$ cat src/rtl/counter_pkg.sv
// Shared definitions for the parametrised counter: mode encodings and load clamping.
package counter_pkg;

  typedef enum logic [1:0] {
    MODE_WRAP     = 2'b00,
    MODE_SAT      = 2'b01,
    MODE_ONESHOT  = 2'b10,
    MODE_WRAP_ALT = 2'b11   // reserved encoding, behaves as wrap
  } mode_e;

  // Clamp a load value into the legal count range 0..mod-1.
  function automatic int unsigned clamp_load(input int unsigned data, input int unsigned mod);
    return (data < mod) ? data : mod - 1;
  endfunction

endpackage

$ cat src/rtl/counter_prescaler.sv
// Enable prescaler: emits one tick every PRESCALE enabled cycles, cleared by clr.
module counter_prescaler #(
  parameter int PRESCALE = 4
) (
  input  logic clk,
  input  logic rst,
  input  logic en,
  input  logic clr,
  output logic tick
);

  localparam int PW = (PRESCALE > 1) ? $clog2(PRESCALE) : 1;
  localparam logic [PW-1:0] LAST = PW'(PRESCALE - 1);

  logic [PW-1:0] pre_q, pre_d;

  // Next prescaler value and tick; clr wins so no tick is issued in a load cycle.
  always_comb begin
    // NOTE: every output of a combinational block gets a default first so no latch is inferred.
    pre_d = pre_q;
    tick  = 1'b0;
    if (clr) begin
      pre_d = '0;
    end else if (en) begin
      if (pre_q == LAST) begin
        pre_d = '0;
        tick  = 1'b1;
      end else begin
        pre_d = pre_q + PW'(1);
      end
    end
  end

  // Prescaler register with asynchronous reset.
  always_ff @(posedge clk or posedge rst) begin
    // NOTE: registers use non-blocking assignments so every flop samples pre-edge values.
    if (rst) pre_q <= '0;
    else     pre_q <= pre_d;
  end

endmodule

$ cat src/rtl/counter_mod.sv
// Parametrised up/down counter with wrap, saturate and one-shot modes,
// optional prescaler, terminal-count strobe and sticky overflow flag.
module counter_mod
  import counter_pkg::*;
#(
  parameter int WIDTH    = 5,
  parameter int MOD      = 32,
  parameter int PRESCALE = 1
) (
  input  logic             clk,
  input  logic             rst,
  input  logic             en,
  input  logic             load,
  input  logic [WIDTH-1:0] data,
  input  logic             up,
  input  logic [1:0]       mode,
  input  logic             clr_ovf,
  output logic [WIDTH-1:0] cnt,
  output logic             tc,
  output logic             ovf,
  output logic             done
);

  localparam logic [WIDTH-1:0] MOD_M1 = WIDTH'(MOD - 1);

  logic [WIDTH-1:0] cnt_q, cnt_d;
  logic             ovf_q, ovf_d;
  logic             done_q, done_d;
  logic             armed_q;

  logic             run_en, run_load, pre_tick, step;
  logic             is_oneshot, at_term, ovf_set;
  logic [WIDTH-1:0] term, load_val;
  mode_e            mode_s;

  // The first edge after reset release is idle: nothing loads, steps or ticks.
  assign run_en   = en & armed_q;
  assign run_load = load & armed_q;

  generate
    if (PRESCALE > 1) begin : g_prescale
      counter_prescaler #(.PRESCALE(PRESCALE)) u_prescaler (
        .clk  (clk),
        .rst  (rst),
        .en   (run_en),
        .clr  (run_load),
        .tick (pre_tick)
      );
    end else begin : g_no_prescale
      assign pre_tick = run_en & ~run_load;
    end
  endgenerate

  assign mode_s     = mode_e'(mode);
  assign is_oneshot = (mode_s == MODE_ONESHOT);
  // A completed one-shot swallows steps until reload or mode change.
  assign step       = pre_tick & ~(is_oneshot & done_q);
  assign term       = up ? MOD_M1 : '0;
  assign at_term    = (cnt_q == term);
  assign tc         = step & at_term;
  assign load_val   = WIDTH'(clamp_load(32'(data), 32'(MOD)));

  // Next-state logic: load beats step; terminal behaviour depends on mode.
  always_comb begin
    cnt_d   = cnt_q;
    done_d  = done_q;
    ovf_set = 1'b0;
    if (run_load) begin
      cnt_d  = load_val;
      done_d = 1'b0;
    end else begin
      if (!is_oneshot) done_d = 1'b0;
      if (step) begin
        if (!at_term) begin
          cnt_d = up ? cnt_q + WIDTH'(1) : cnt_q - WIDTH'(1);
        end else begin
          case (mode_s)
            MODE_SAT:     ovf_set = 1'b1;
            MODE_ONESHOT: done_d  = 1'b1;
            default: begin
              cnt_d   = up ? '0 : MOD_M1;
              ovf_set = 1'b1;
            end
          endcase
        end
      end
    end
    // Setting the flag wins over a simultaneous clear request.
    if (ovf_set)      ovf_d = 1'b1;
    else if (clr_ovf) ovf_d = 1'b0;
    else              ovf_d = ovf_q;
  end

  // State registers with asynchronous active-high reset.
  always_ff @(posedge clk or posedge rst) begin
    if (rst) begin
      cnt_q   <= '0;
      ovf_q   <= 1'b0;
      done_q  <= 1'b0;
      armed_q <= 1'b0;
    end else begin
      cnt_q   <= cnt_d;
      ovf_q   <= ovf_d;
      done_q  <= done_d;
      armed_q <= 1'b1;
    end
  end

  assign cnt  = cnt_q;
  assign ovf  = ovf_q;
  assign done = done_q;

endmodule

$ cat config.mk
export PLATFORM = sky130hd
export DESIGN_NAME = counter_mod
export DESIGN_NICKNAME = d
export VERILOG_FILES = /design/src/rtl/counter_pkg.sv /design/src/rtl/counter_prescaler.sv /design/src/rtl/counter_mod.sv
export SDC_FILE = /design/constraint.sdc
export NUM_CORES = 1
export LEC_CHECK = 0
export CORE_MARGIN = 8
export CORE_UTILIZATION = 44
export CTS_CLUSTER_DIAMETER = 100
export DETAILED_ROUTE_END_ITERATION = 6
export HOLD_SLACK_MARGIN = 0.08
export PLACE_DENSITY = 0.77
export REMOVE_ABC_BUFFERS = 1
export SLEW_MARGIN = 30
export SYNTH_ARGS = -nofsm -noshare
export SYNTH_HDL_FRONTEND = slang
export SYNTH_SLANG_ARGS = --single-unit
$ cat constraint.sdc
create_clock -name clk -period 2.25 [get_ports clk]
set_input_delay 0.225 -clock clk [delete_from_list [all_inputs] [get_ports clk]]
set_output_delay 0.225 -clock clk [all_outputs]
set_load 0.01 [all_outputs]
Word-level counts from Yosys, hierarchy flattened. Index checks and enable logic that the tools add are counted.

Muxes and demuxes: 18. Bitwise operators: 8. Add/subtract/negate cells: 2. Equality and inequality tests: 4. Reduce and logical (&&, ||, !) cells: 4.

Operator list (count): two-way mux 5 bit (7); two-way mux 1 bit (11); AND 1 bit (6); adder 5 x 1 -> 5 bit, second input constant (1); equality test 5 bit (1); subtractor 5 x 1 -> 5 bit, second input constant (1); nonzero test 2 bit (2); inequality test 3 bit, second input constant (1); equality test 2 x 1 -> 1 bit, second input constant (1); equality test 2 bit, second input constant (1); NOT 1 bit (2); AND reduction 2 bit (1); OR reduction 2 bit (1).

Output and inout port bits: 8. Register bits: 8. Input port bits: 13.

Logic depth before layout (Yosys ltp).
Word-level depth: 7. Mapped depth: 7. Mapped depth without buffers: 7.

Worst setup path after synthesis. OpenSTA, ideal clock, no wires.

Kind: reg-to-reg. Start point: reg cnt_q[0], in the netlist cnt[0]. End point: reg cnt_q[4], in the netlist cnt[4]. Setup time: 0.077 ns. Arrival: 1.650 ns. Path slack: 0.523 ns. Buffers on the path: 0. Clock period less this slack: 1.727 ns. Cell stages (with the launch flop): 8. Cell sequence: dfrtp_1 inv_1 fa_1 nand2b_1 a21oi_1 a21oi_1 nand4b_1 a21oi_1.

Word-level cells in the longest chain between the ends: 5.

Ends and longest elaborated chain: from (decl) (line counter_mod.sv:26) `logic [WIDTH-1:0] cnt_q, cnt_d;`; from (signal assigned) (line counter_mod.sv:102) `cnt_q <= cnt_d;`; subtractor 5 x 1 -> 5 bit / adder 5 x 1 -> 5 bit (equally long branches) (line counter_mod.sv:75) `cnt_d = up ? cnt_q + WIDTH'(1) : cnt_q - WIDTH'(1);`; two-way mux 5 bit (line counter_mod.sv:75); two-way mux 5 bit (line counter_mod.sv:74) `if (!at_term) begin`; two-way mux 5 bit (line counter_mod.sv:73) `if (step) begin`; two-way mux 5 bit (line counter_mod.sv:68) `if (run_load) begin`.

Parallel ways exist; a longest one is shown, timed or not. The select of a mux whose other input is x is not followed. A chain may end at the register's enable or synchronous reset.

Worst setup path in the final report.
Start point: in up. End point: out tc.

Word-level cells in the longest chain between the ends: 3.

Ends and longest elaborated chain: from (decl) (line counter_mod.sv:15) `input logic up,`; two-way mux 5 bit (line counter_mod.sv:58) `assign term = up ? MOD_M1 : '0;`; equality test 5 bit (line counter_mod.sv:59) `assign at_term = (cnt_q == term);`; AND 1 bit (line counter_mod.sv:60) `assign tc = step & at_term;`; to (decl) (line counter_mod.sv:19) `output logic tc,`.

Every way passes these cells.

==> results by stage <==
Synthesis:
- Synthesis produced a netlist whose cell count is 76.
- Of all flip-flops after synthesis, the portion carrying an async set or reset was 100%.
- A synthesized cell averages around 8.3 um2.
- The post-synthesis register bit count is 8.
- The top cell type by area accounts for a little under a third of the synthesized area.
- Yosys printed 0 warnings.
- Ranked by total cell area, the synthesized netlist is headed by dfrtp_1 32%, ha_1 9.9%, a21oi_1 7.2%, nand3_1 5.6%, inv_1 4.2%.
- The sequential element share of the synthesized area is between 30% and 40%.
- Of all cell types, the one taking the most synthesized area is dfrtp_1.
- Counting instances in the post-synthesis netlist gives the leading cell types as 9 x a21oi_1, 8 x dfrtp_1.
- The most numerous cell in the Yosys netlist is a21oi_1.
- The post-synthesis cell area is approximately 630 um2.
- For this run, the leading register cell type out of synthesis is dfrtp_1.
- The number of synthesized flops with an enable pin is 0.
- The count of unique library cells instantiated by Yosys is 29.

Die:
- The floorplan step defined a die boundary enclosing 2900 um2.
- The floorplan step defined a core boundary enclosing about 1300 um2.
- The initial core utilization is a little under half.
- The number of core rows is 13.
- The top-level I/O count is 21.
- The vertical extent of the die is approximately 54 um.
- The die extent in x is ~54 um.

Global routing:
- The aggregate global routing overflow is 0.
- The number of global-route vias before repair is 667.
- For this run, the total global-route usage over all layers was measured as around 13%.
- Entering global routing, the biggest net connects 10 pins.
- The first-pass GRT wire length is 2810 um.
- The number of antenna violations at the first check in global routing is 0.

Final layout:
- Registers take approximately 200 um2.
- Summing all multi-input logic gate instances after layout gives between 300 and 400 um2.
- The number of antenna diodes in the final layout is 0.
- The layout cell share with drive strength beyond 1 is ~14%.
- The number of nets in the finished design is around 130.
- The count of fill cells added during filler insertion is 117.
- Summing all non-filler instances in the final layout gives an area of about 920 um2.
- The area added between synthesis and finish is 46.9%.

Critical path:
- At the worst endpoint, the arrival time is 1.77 ns.
- The number of cells on the worst reg-to-reg path is 7.
- Setup slack on the worst reg-to-reg path comes out at approximately 0.3 ns.
- The worst setup path is captured at a primary output.
- The endpoint identified for the worst register-to-register timing path is cnt[4].
- The startpoint of the worst register-to-register path is cnt[0].
- The element type at the critical path start is an input port.
- The critical path class is in2out.
- The maximum fanout count along the critical path is 5.
- Data on the critical path is required at its endpoint by 2.03 ns.

STA:
- Setup repair after global routing left no endpoint under its margin.
- Based on the critical path, the design can be clocked at up to 500 MHz.
- The clock skew is 0.00446 ns.
- The worst path needs around 2 ns of the cycle, external delays included.
- On the final layout, the worst hold slack is 0.227 ns.
- After layout, the worst path uses roughly 89% of the clock period.
- The final-report hold violation count is 0.
- The final number of max-transition violations is 0.
- Setup violations remaining at the end of the flow were counted as 0.

Detailed routing:
- The count of nets left with antenna violations once routing finished came out at 0.
- The total wire length after detailed routing is roughly 1700 um.
- The total vias in the final route is between 600 and 700.
- In the final routed layout, each cell accounts on average for about 14 um.
- After detailed routing, the number of remaining DRC violations is 0.
- The first routing iteration left 11 violations.
- The via density per instance is ~5.4.
- The number of detailed-routing iterations run before antenna repair is 4.

Power:
- The worst vdd rail ir drop is approximately 0.34 mV.
- The total power divided by cell area is about 700 nW/um2.
- The post-layout total power is about 640 uW.
- The cell leakage power is 0.000415 uW.

Placement:
- Port buffering added 20 buffers.
- The final HPWL from detailed placement is 1400 um.
- The area after detailed placement is between 900 and 1000 um2.
- The congestion estimate from routability-driven global placement came to between 0.7 and 0.8.

Clock tree:
- Clock tree synthesis inserted a total of 3 buffers.
- The number of sinks on the clock net is 8.
- Clock tree synthesis selected as its root buffer the cell clkbuf_4.
- The H-tree level count is 1.
- TritonCTS built the clock tree.
- After clock tree synthesis, the setup repair step added 0 buffers.
- At the later pin of the worst-skew pair, clock insertion delay measures 0.25 ns.
- The largest buffer count on any clock path is 2.
- The clock transition time at the flip-flop clock pins of the worst setup and hold paths is about 0.050 ns.

Run status:
- The run finished with clean final reports.

Flow run:
- The number of max-cap violations is 0.

Hold path:
- In this run the worst hold path is classified as in2async.
-- cell usage in the layout (no fill, tap or decap), types with 2 or more instances in the layout --
master,count
buf_4,8
o22ai_1,2
dfrtp_1,8
inv_1,7
nand3_1,7
nor2_1,7
a21o_1,2
ha_1,5
nand2_1,7
a21oi_1,9
clkbuf_4,3
nand2b_1,3
clkdlybuf4s50_1,19
-- stage by stage --
step           setup TNS, ns  utilization [%]  instances  setup slack [ns]
2_1_floorplan              0                -         75             0.523
3_3_place_gp               0             68.6        118            0.0176
3_5_place_dp         -0.0305             68.6        118           -0.0305
4_1_cts                    0             70.2        121             0.239
5_1_grt                    0             70.2        121             0.117
6_report                   0             70.2        121             0.250
-- layout make-up --
class / instances / area share [%]
multi-input combinational: 60 / 43.0
sequential: 8 / 21.7
tap: 15 / 2.03
inverter: 7 / 2.84
clock buffer: 3 / 2.44
timing repair buffer: 28 / 28.0
-- metal layers --
layer	vias up	track usage, %	part of all wire (%)
met5	-	0	0
met2	28	21.8	47
met3	10	4.96	7.8
li1	330	-	-
met1	284	14.9	43
met4	0	2.52	1.6
-- critical path: stages --
cell	delay (ns)
clkdlybuf4s50_1	0.47
inv_1	0.10
ha_1	0.32
nand3_1	0.12
a21oi_2	0.15
nand2_1	0.08
inv_1	0.05
dlygate4sd2_1	0.25
-- registers in the layout (all words and copies together), names as in the netlist --
name / count
armed_q: 1
cnt: 5
done: 1
ovf: 1
-- logic make-up (layout without fill, tap and decap cells) --
group,after synthesis,in the layout,synth area share (%)
fa+ha+maj,6,6,13.1
flops,8,8,31.8
compound gates,22,22,23.7
xor+xnor,1,1,1.39
simple gates,30,30,24.5
buf+inv,8,38,4.97
other cells,1,1,0.596
-- report_power, final --
part | switching (uW) | total (uW) | internal, uW
Combinational | 147 | 327 | 180
Sequential | 40.5 | 211 | 170
Clock | 44.9 | 106 | 60.8
-- what timing repair did --
item,CTS,global route
setup endpoints to repair,1,0
hold buffers,0,0
gates resized for setup,1,0
-- how the worst max path moves through the flow --
stage / start / endpoint / slack (ns) / cells after the start
floorplan: cnt[0] / cnt[4] / 0.52 / 7
global placement: up / tc / 0.02 / 8
detailed placement: up / tc / -0.03 / 8
CTS: up / tc / 0.24 / 8
global route: cnt[0] / cnt[4] / 0.12 / 7
finish: up / tc / 0.25 / 8
Power figures use the tool's default switching activity.
